File: src/rtl/credit_return_ctrl.sv
// Credit-return controller: counts credited TX-FIFO word reads per channel and
// turns every WORDS_PER_CRD words into one spaced credit pulse toward the adapter.

module credit_return_lane #(
  parameter int WORDS_PER_CRD = 2,
  parameter int PEND_W        = 3,
  parameter int CRD_GAP       = 0,
  parameter int GAP_W         = 1
) (
  input  logic clk,
  input  logic rst_n,
  input  logic flush,
  input  logic hit,
  input  logic crd_en,
  output logic crd,
  output logic pend_nz,
  output logic ovf
);
  logic [3:0]        wcnt;
  logic [PEND_W-1:0] pend;
  logic [GAP_W-1:0]  gap;
  logic              gen, issue, pend_max;

  assign gen      = hit && (wcnt == 4'(WORDS_PER_CRD - 1));
  assign pend_nz  = |pend;
  assign pend_max = &pend;
  assign issue    = pend_nz && (gap == '0) && crd_en && !crd;
  assign ovf      = gen && !issue && pend_max && !flush;

  always_ff @(posedge clk or negedge rst_n) begin
    if (!rst_n) begin
      wcnt <= '0;
      pend <= '0;
      gap  <= '0;
      crd  <= 1'b0;
    end else if (flush) begin
      wcnt <= '0;
      pend <= '0;
      gap  <= '0;
      crd  <= 1'b0;
    end else begin
      if (hit) wcnt <= gen ? 4'd0 : wcnt + 4'd1;
      if (gen && !issue && !pend_max) pend <= pend + PEND_W'(1);
      else if (!gen && issue)         pend <= pend - PEND_W'(1);
      // gap holds while the pulse is high, so spacing is CRD_GAP+2 edge to edge
      if (issue)                 gap <= GAP_W'(CRD_GAP);
      else if (gap != '0 && !crd) gap <= gap - GAP_W'(1);
      crd <= issue;
    end
  end
endmodule

module credit_return_ctrl #(
  parameter int NUM_CH        = 2,
  parameter int CH_W          = 1,
  parameter int WORDS_PER_CRD = 2,
  parameter int PEND_W        = 3,
  parameter int CRD_GAP       = 0
) (
  input  logic              i_clk,
  input  logic              i_rst_n,
  input  logic              i_rd_en,
  input  logic [CH_W-1:0]   i_rd_ch,
  input  logic              i_rd_crd,
  input  logic              i_crd_en,
  input  logic              i_flush,
  output logic [NUM_CH-1:0] o_crd,
  output logic              o_pend_any,
  output logic              o_err_ovf,
  output logic              o_err_ch
);
  localparam int GAP_W = (CRD_GAP > 0) ? $clog2(CRD_GAP + 1) : 1;

  logic              rd_en_q, evt_q, evt_crd_q, ch_ok;
  logic [CH_W-1:0]   evt_ch_q;
  logic [NUM_CH-1:0] pend_nz, ovf;

  assign ch_ok      = int'(evt_ch_q) < NUM_CH;
  assign o_pend_any = |pend_nz;

  always_ff @(posedge i_clk or negedge i_rst_n) begin
    if (!i_rst_n) begin
      rd_en_q   <= 1'b0;
      evt_q     <= 1'b0;
      evt_ch_q  <= '0;
      evt_crd_q <= 1'b0;
      o_err_ovf <= 1'b0;
      o_err_ch  <= 1'b0;
    end else begin
      rd_en_q   <= i_rd_en;
      evt_q     <= i_flush ? 1'b0 : (i_rd_en && !rd_en_q);
      evt_ch_q  <= i_rd_ch;
      evt_crd_q <= i_rd_crd;
      if (|ovf) o_err_ovf <= 1'b1;
      if (evt_q && evt_crd_q && !ch_ok) o_err_ch <= 1'b1;
    end
  end

  for (genvar c = 0; c < NUM_CH; c++) begin : g_lane
    credit_return_lane #(
      .WORDS_PER_CRD(WORDS_PER_CRD),
      .PEND_W       (PEND_W),
      .CRD_GAP      (CRD_GAP),
      .GAP_W        (GAP_W)
    ) u_lane (
      .clk    (i_clk),
      .rst_n  (i_rst_n),
      .flush  (i_flush),
      .hit    (evt_q && evt_crd_q && (evt_ch_q == CH_W'(c))),
      .crd_en (i_crd_en),
      .crd    (o_crd[c]),
      .pend_nz(pend_nz[c]),
      .ovf    (ovf[c])
    );
  end
endmodule

File: config.mk
export PLATFORM = sky130hd
export DESIGN_NAME = credit_return_ctrl
export DESIGN_NICKNAME = d
export VERILOG_FILES = /design/src/rtl/credit_return_ctrl.sv
export SDC_FILE = /design/constraint.sdc
export NUM_CORES = 1
export LEC_CHECK = 0
export ABC_AREA = 1
export CORE_ASPECT_RATIO = 1.2
export CORE_MARGIN = 2
export CORE_UTILIZATION = 50
export DETAILED_ROUTE_END_ITERATION = 6
export GPL_TIMING_DRIVEN = 0
export PLACE_DENSITY = 0.74
export RECOVER_POWER = 100
export SLEW_MARGIN = 15
export SYNTH_ARGS = -nofsm -noshare
export SYNTH_HDL_FRONTEND = slang
export SYNTH_SLANG_ARGS = --single-unit
File: constraint.sdc
create_clock -name i_clk -period 1.96 [get_ports i_clk]
set_input_delay 0.392 -clock i_clk [delete_from_list [all_inputs] [get_ports i_clk]]
set_output_delay 0.392 -clock i_clk [all_outputs]
set_load 0.05 [all_outputs]
==> results of run 1 <==
==> placed cells by master (no fill, tap or decap), drive strengths merged <==
cell type	Yosys	routed
nand2	35	35
inv	26	26
dfrtp	23	23
nand3	18	18
nor2	16	16
clkbuf	0	8
a21oi	7	7
o21ai	6	6
buf	4	5
dlygate4sd3	0	5
ha	4	4
nor3	3	3
o22ai	2	2
nand4	2	2
fa	2	2
nor3b	1	1
o21a	1	1
xnor2	1	1
and3	1	1
nor4	1	1
conb	1	1
dlymetal6s2s	0	1
clkdlybuf4s50	0	1
dlygate4sd2	0	1
==> sequential cells by signal, indices dropped and copies added (netlist names) <==
name / flops
g_lane.u_lane.gap: 2
g_lane.u_lane.wcnt: 8
rd_en_q: 1
evt_q: 1
g_lane.u_lane.crd: 2
evt_ch_q: 1
o_err_ovf: 1
evt_crd_q: 1
g_lane.u_lane.pend: 6
==> worst paths after layout <==
check,start,endpoint,slack [ns],cells past startpoint
worst min-delay path,rd_en_q$_DFF_PN0_,evt_q$_DFF_PN0_,0.41,1
min in group asynchronous,i_rst_n,o_err_ovf$_DFFE_PN0P_,0.68,1
worst max register to register,g_lane[1].u_lane.crd$_DFF_PN0_,g_lane[1].u_lane.pend[2]$_DFFE_PN0P_,0.14,13
max in group asynchronous,i_rst_n,g_lane[0].u_lane.wcnt[2]$_DFFE_PN0P_,0.66,1
worst max-delay path,o_err_ovf$_DFFE_PN0P_,o_err_ovf,0.08,1
worst min register to register,rd_en_q$_DFF_PN0_,evt_q$_DFF_PN0_,0.41,1
==> kinds of logic (layout without fill, tap and decap cells) <==
logic type	count (synthesis)	in the layout	share of synthesized area
buf+inv	30	47	0.0966
xor+xnor	1	1	0.00676
fa+ha+maj	6	6	0.0696
compound gates	16	16	0.0831
flops	23	23	0.444
other cells	1	1	0.00290
simple gates	77	77	0.297
==> cell type report <==
class	count	area, um^2
fill	233	1020
multi-input combinational	101	606
sequential	23	576
timing repair buffer	13	113
inverter	26	97.6
tap	33	41.3
clock buffer	4	26.3
buffer	4	26.3
==> power by group <==
| group | leakage, nW | switching [mW] | internal, mW |
|---|---|---|---|
| sequential | 0.302 | 0.0722 | 0.545 |
| combinational | 0.412 | 0.421 | 0.235 |
| clock | 0.0150 | 0.150 | 0.0795 |
| total | 0.729 | 0.643 | 0.860 |
==> metrics by stage <==
step	power (mW)	hold slack, ns	utilization	instance area, um^2
after global routing	1.62	0.425	0.594	1490
after detailed placement	1.27	0.389	0.574	1440
final	1.50	0.405	0.594	1490
after global placement	1.25	0.389	0.574	1440
after CTS	1.51	0.407	0.592	1480
after floorplan	1.11	0.0964	-	1290
==> per-layer routing <==
| metal | track usage | routed length, um | vias to the layer above |
|---|---|---|---|
| met5 | 0 | 0 | - |
| met4 | 0.104 | 51 | 0 |
| met3 | 0.0300 | 85 | 6 |
| met2 | 0.321 | 1210 | 22 |
| met1 | 0.218 | 1000 | 481 |
| li1 | - | - | 517 |
==> timing repair <==
item | 4_1_cts | 5_1_grt
endpoints found under the hold margin | 0 | 0
setup endpoints to repair | 3 | 3
buffers inserted | 1 | 2
pin swaps | 2 | 2
gates resized for setup | 5 | 5
==> key figures, run 1 <==
STA
  – Min cycle time layout: 1.88 ns
  – Clk_skew: 0.00254 ns
  – Final hold violation count: 0
  – Crit share post-route: 0.960
  – RSZ-0062 raised after global routing: false
  – Slew headroom: 0.318
  – FMAX: 531 MHz
  – Setup_tns: 0 ns
  – Slew Limit Fails: 0
  – Worst-margin pin slew: 1.02 ns
  – Setup Viol. Count Final: 0
  – Setup slack after layout: about 0.078 ns

Global routing
  – Pin count of the biggest net entering global routing: 24
  – First-pass GRT wire length: 4.15 mm
  – Initial antenna violation count: 0
  – Total global-route track usage: 0.185
  – Vias in the first global route: 972
  – GRT overflow: 0

Logic synthesis
  – Post-Syn Area per Cell: 8.41 um^2
  – Synthesis-stage register bit count: 23
  – Most frequent cell after synthesis: nand2_1
  – Yosys top cell area share: 0.444
  – Leading area contributor after synthesis: dfrtp_1
  – Mapped Area: 1290 um^2
  – Sequential fraction of the synthesis area: 0.444
  – Ys Warns: 0
  – Syn Nets: roughly 170
  – Top_reg_cell synth: dfrtp_1
  – Top cells by count, synth: nand2_1, inv_1, dfrtp_1, nand3_1, nor2_1
  – Cells after synthesis: roughly 150
  – Synth area leaders: dfrtp_1, nand2_1, inv_1
  – Post-synth EDFFs: 0
  – Async SR Flop Fraction: 1.00
  – Distinct cells, synth: 29

Clock network
  – CTS Buf Count: 3
  – Clock transition at path regs: about 0.13 ns
  – CTS sink cnt: 23
  – Hold_buf cts: 0
  – TritonCTS clock tree: yes
  – CTS root buf: clkbuf_4
  – Clock Tree Buf Depth: 2
  – H-tree Lvls: 1
  – Latest clock arrival within the worst-skew pair: 0.31 ns

Setup path
  – WP buf/inv: 1
  – CP Cell Sequence: clkdlybuf4s50_1
  – Worst Setup Start Kind: flip-flop
  – Slowest cell on the critical path: clkdlybuf4s50_1
  – Setup CP Type: flip-flop to output port
  – CP arrival: roughly 1.5 ns
  – Cell family with most CP delay: buffers and inverters
  – Critical path's largest stage delay: 0.80 ns
  – Crit path required time: between 1.5 and 2 ns
  – Crit-path max FO: 2
  – Critical Path End Type: output port

Floorplanning
  – Die width: 50.5 um
  – Die area: roughly 3000 um^2
  – Core area: 2500 um^2
  – Num rows: 20
  – DIE HEIGHT: 59.8 um
  – Initial core utilization: 0.518
  – Top Ports: 12

Power and ir drop
  – PD cells: 1010 nW/um^2
  – Maximum vdd drop: 0.000634 V
  – Leak: 0.729 nW

Detailed routing
  – DR iter-0 viols: 22
  – DRT Pass-1 Iters: 4
  – Detail Route Antenna Nets: 0
  – Via density: 5.03
  – Post-route DRC: 0
  – Final wirelength: ~2.3 mm
  – Wire per inst: 11.5 um
  – Vias: 1026

Placement
  – RD Place Congestion: 0.826
  – Pre-CTS setup slack: -0.478 ns
  – Count of input and output buffers: 10
  – Placed insts: 197
  – HPWL Detailed: around 1.8 mm

Layout
  – Area growth syn-to-layout: 14.7%
  – Nets@finish: around 190
  – Antenna cells: 0
  – Layout cells sized above 1: 0.158
  – Non-Filler Instances: 204

Outcome
  – Outcome: complete, no violations

Run
  – # Max-Cap Violations: 0

Worst hold path
  – Min-Delay Path Class: flip-flop to flip-flop
Note: power is estimated with default switching activity, not from simulation.
==> inputs of run 2 (changes only) <==
Settings changed: MAX_ROUTING_LAYER set to met4.
==> run 2 against run 1 <==
- clock power is essentially flat
- global-route usage is 0.55 points higher
- combinational power hardly changed
- critical path depth did not move
- hold slack hardly changed
- die area stayed put
- clock-buffer cell count unchanged
==> key figures, run 2 (synthesized netlist as in run 1, its figures left out) <==
Worst hold path
  – Hold Path Cell Cnt: 1
  – Min-Delay Path Class: flip-flop to flip-flop
  – Hold EP: evt_q$_DFF_PN0_
  – Hold wc startpoint: rd_en_q$_DFF_PN0_

Detailed routing
  – Final wirelength: between 2 and 2.5 mm
  – Vias: 1026
  – DR iter-0 viols: 27
  – Via density: just over 5
  – Wire per inst: 11.6 um
  – Detail Route Antenna Nets: 0
  – Post-route DRC: 0
  – DRT Pass-1 Iters: 4

Placement
  – HPWL Detailed: around 1.8 mm
  – Count of input and output buffers: 10
  – Placement Cell Area: 1440 um^2
  – Pre-CTS setup slack: -0.478 ns
  – RD Place Congestion: between 0.8 and 0.9

STA
  – Final hold violation count: 0
  – FMAX: about 530 MHz
  – Setup Viol. Count Final: 0
  – Slew Limit Fails: 0
  – Slew headroom: 0.313
  – Worst-margin pin slew: between 1 and 1.5 ns
  – RSZ-0062 raised after global routing: false
  – Min Hold Slack: about 0.41 ns
  – Clk_skew: 0.00159 ns
  – Setup slack after layout: 0.0787 ns
  – Min cycle time layout: roughly 1.9 ns
  – Crit share post-route: 0.960

Clock network
  – Hold_buf cts: 0
  – TritonCTS clock tree: yes
  – CTS Buf Count: 3
  – Clock Tree Buf Depth: 2
  – Clock transition at path regs: 0.13 ns
  – CTS sink cnt: 23
  – H-tree Lvls: 1
  – Latest clock arrival within the worst-skew pair: 0.31 ns
  – CTS root buf: clkbuf_4

Setup path
  – Crit-path max FO: 2
  – RR Endpoint: g_lane[1].u_lane.pend[2]$_DFFE_PN0P_
  – CP arrival: 1.49 ns
  – Setup CP Type: flip-flop to output port
  – Critical path's largest stage delay: 0.80 ns
  – Worst Setup Start Kind: flip-flop
  – R2R Setup Slk: approximately 0.14 ns
  – Slowest cell on the critical path: clkdlybuf4s50_1
  – Critical Path End Type: output port
  – WP buf/inv: 1
  – R2R cell count: 13
  – Reg-to-Reg Start: g_lane[1].u_lane.crd$_DFF_PN0_
  – CP Cell Sequence: clkdlybuf4s50_1
  – Crit path required time: 1.57 ns
  – Cell family with most CP delay: buffers and inverters

Floorplanning
  – Top Ports: 12
  – Num rows: 20
  – Core area: 2500 um^2
  – Die area: 3010 um^2
  – Initial core utilization: 0.518
  – DIE HEIGHT: between 50 and 60 um
  – Die width: between 50 and 60 um

Global routing
  – Total global-route track usage: 0.190
  – Pin count of the biggest net entering global routing: 24
  – Initial antenna violation count: 0
  – First-pass GRT wire length: 4.15 mm
  – Vias in the first global route: 974
  – GRT overflow: 0

Layout
  – Most frequent cells in the layout: nand2_1, inv_1, dfrtp_1, nand3_1, nor2_1
  – Antenna cells: 0
  – Max reg flops: 8
  – Layout cells sized above 1: 0.158
  – Fillers: about 230
  – Nets@finish: 185
  – Area growth syn-to-layout: 14.7%
  – Commonest non-fill, non-tap cell in the layout: nand2_1
  – Cell area after layout: around 1500 um^2
  – Sequential cell area: approximately 580 um^2
  – Largest reg by FF count: g_lane.u_lane.wcnt
  – Area of the multi-input gates: 606 um^2
  – Top Registers: g_lane.u_lane.wcnt x8, g_lane.u_lane.pend x6

Power and ir drop
  – Switching Fraction: 0.428
  – Clock power frac: 0.152
  – Leak: about 0.73 nW
  – Power Internal: 0.860 mW
  – NetSw: 0.643 mW
  – PD cells: 1010 nW/um^2
  – Logic pwr share: 0.437
  – Fraction of power consumed by sequential logic: 0.411
  – Maximum vdd drop: 0.000633 V

Run
  – # Max-Cap Violations: 0

Outcome
  – Outcome: complete, no violations
-- run 2: power by group through the flow --
stage	Clock, mW	Sequential, mW	Combinational, mW
floorplan	0	0.609	0.503
global placement	0	0.620	0.627
detailed placement	0	0.625	0.648
CTS	0.230	0.616	0.665
global route	0.255	0.630	0.737
finish	0.229	0.618	0.656
-- run 2: repair_timing --
action / CTS / global route
endpoints found under the setup margin: 3 / 3
pin swaps: 2 / 2
resized for setup: 5 / 5
buffers inserted: 1 / 2
-- run 2: how the worst max path moves through the flow --
stage | startpoint | slack [ns] | cells after the start | to
after global routing | g_lane[1].u_lane.pend[2]$_DFFE_PN0P_ | 0.02 | 12 | g_lane[1].u_lane.pend[2]$_DFFE_PN0P_
after CTS | i_crd_en | 0.002 | 13 | g_lane[1].u_lane.pend[2]$_DFFE_PN0P_
after detailed placement | i_crd_en | -0.48 | 13 | g_lane[1].u_lane.pend[2]$_DFFE_PN0P_
final | o_err_ovf$_DFFE_PN0P_ | 0.08 | 1 | o_err_ovf
after floorplan | g_lane[1].u_lane.wcnt[0]$_DFFE_PN0P_ | 0.14 | 12 | g_lane[1].u_lane.pend[2]$_DFFE_PN0P_
after global placement | i_crd_en | -0.42 | 13 | g_lane[1].u_lane.pend[2]$_DFFE_PN0P_
-- run 2: metal layers --
layer | global-route usage | share of wire
met1 | 0.218 | 0.43
met2 | 0.321 | 0.51
met3 | 0.0300 | 0.030
met4 | 0.104 | 0.022
met5 | - | 0
-- run 2: stage by stage --
step                      std cells  setup TNS [ns]  total power, mW  utilization
after floorplan                 154               0             1.11            -
after global placement          197          -0.769             1.25        0.574
after detailed placement        197          -0.969             1.27        0.574
after CTS                       202               0             1.51        0.592
after global routing            204               0             1.62        0.594
final                           204               0             1.50        0.594
-- run 2: cell type report --
cell class              instances  area share
inverters                      26      0.0657
clock buffers                   4      0.0177
plain buffers                   4      0.0177
multi-input cells             101       0.408
repair buffers                 13      0.0758
well taps                      33      0.0278
flip-flops and latches         23       0.388
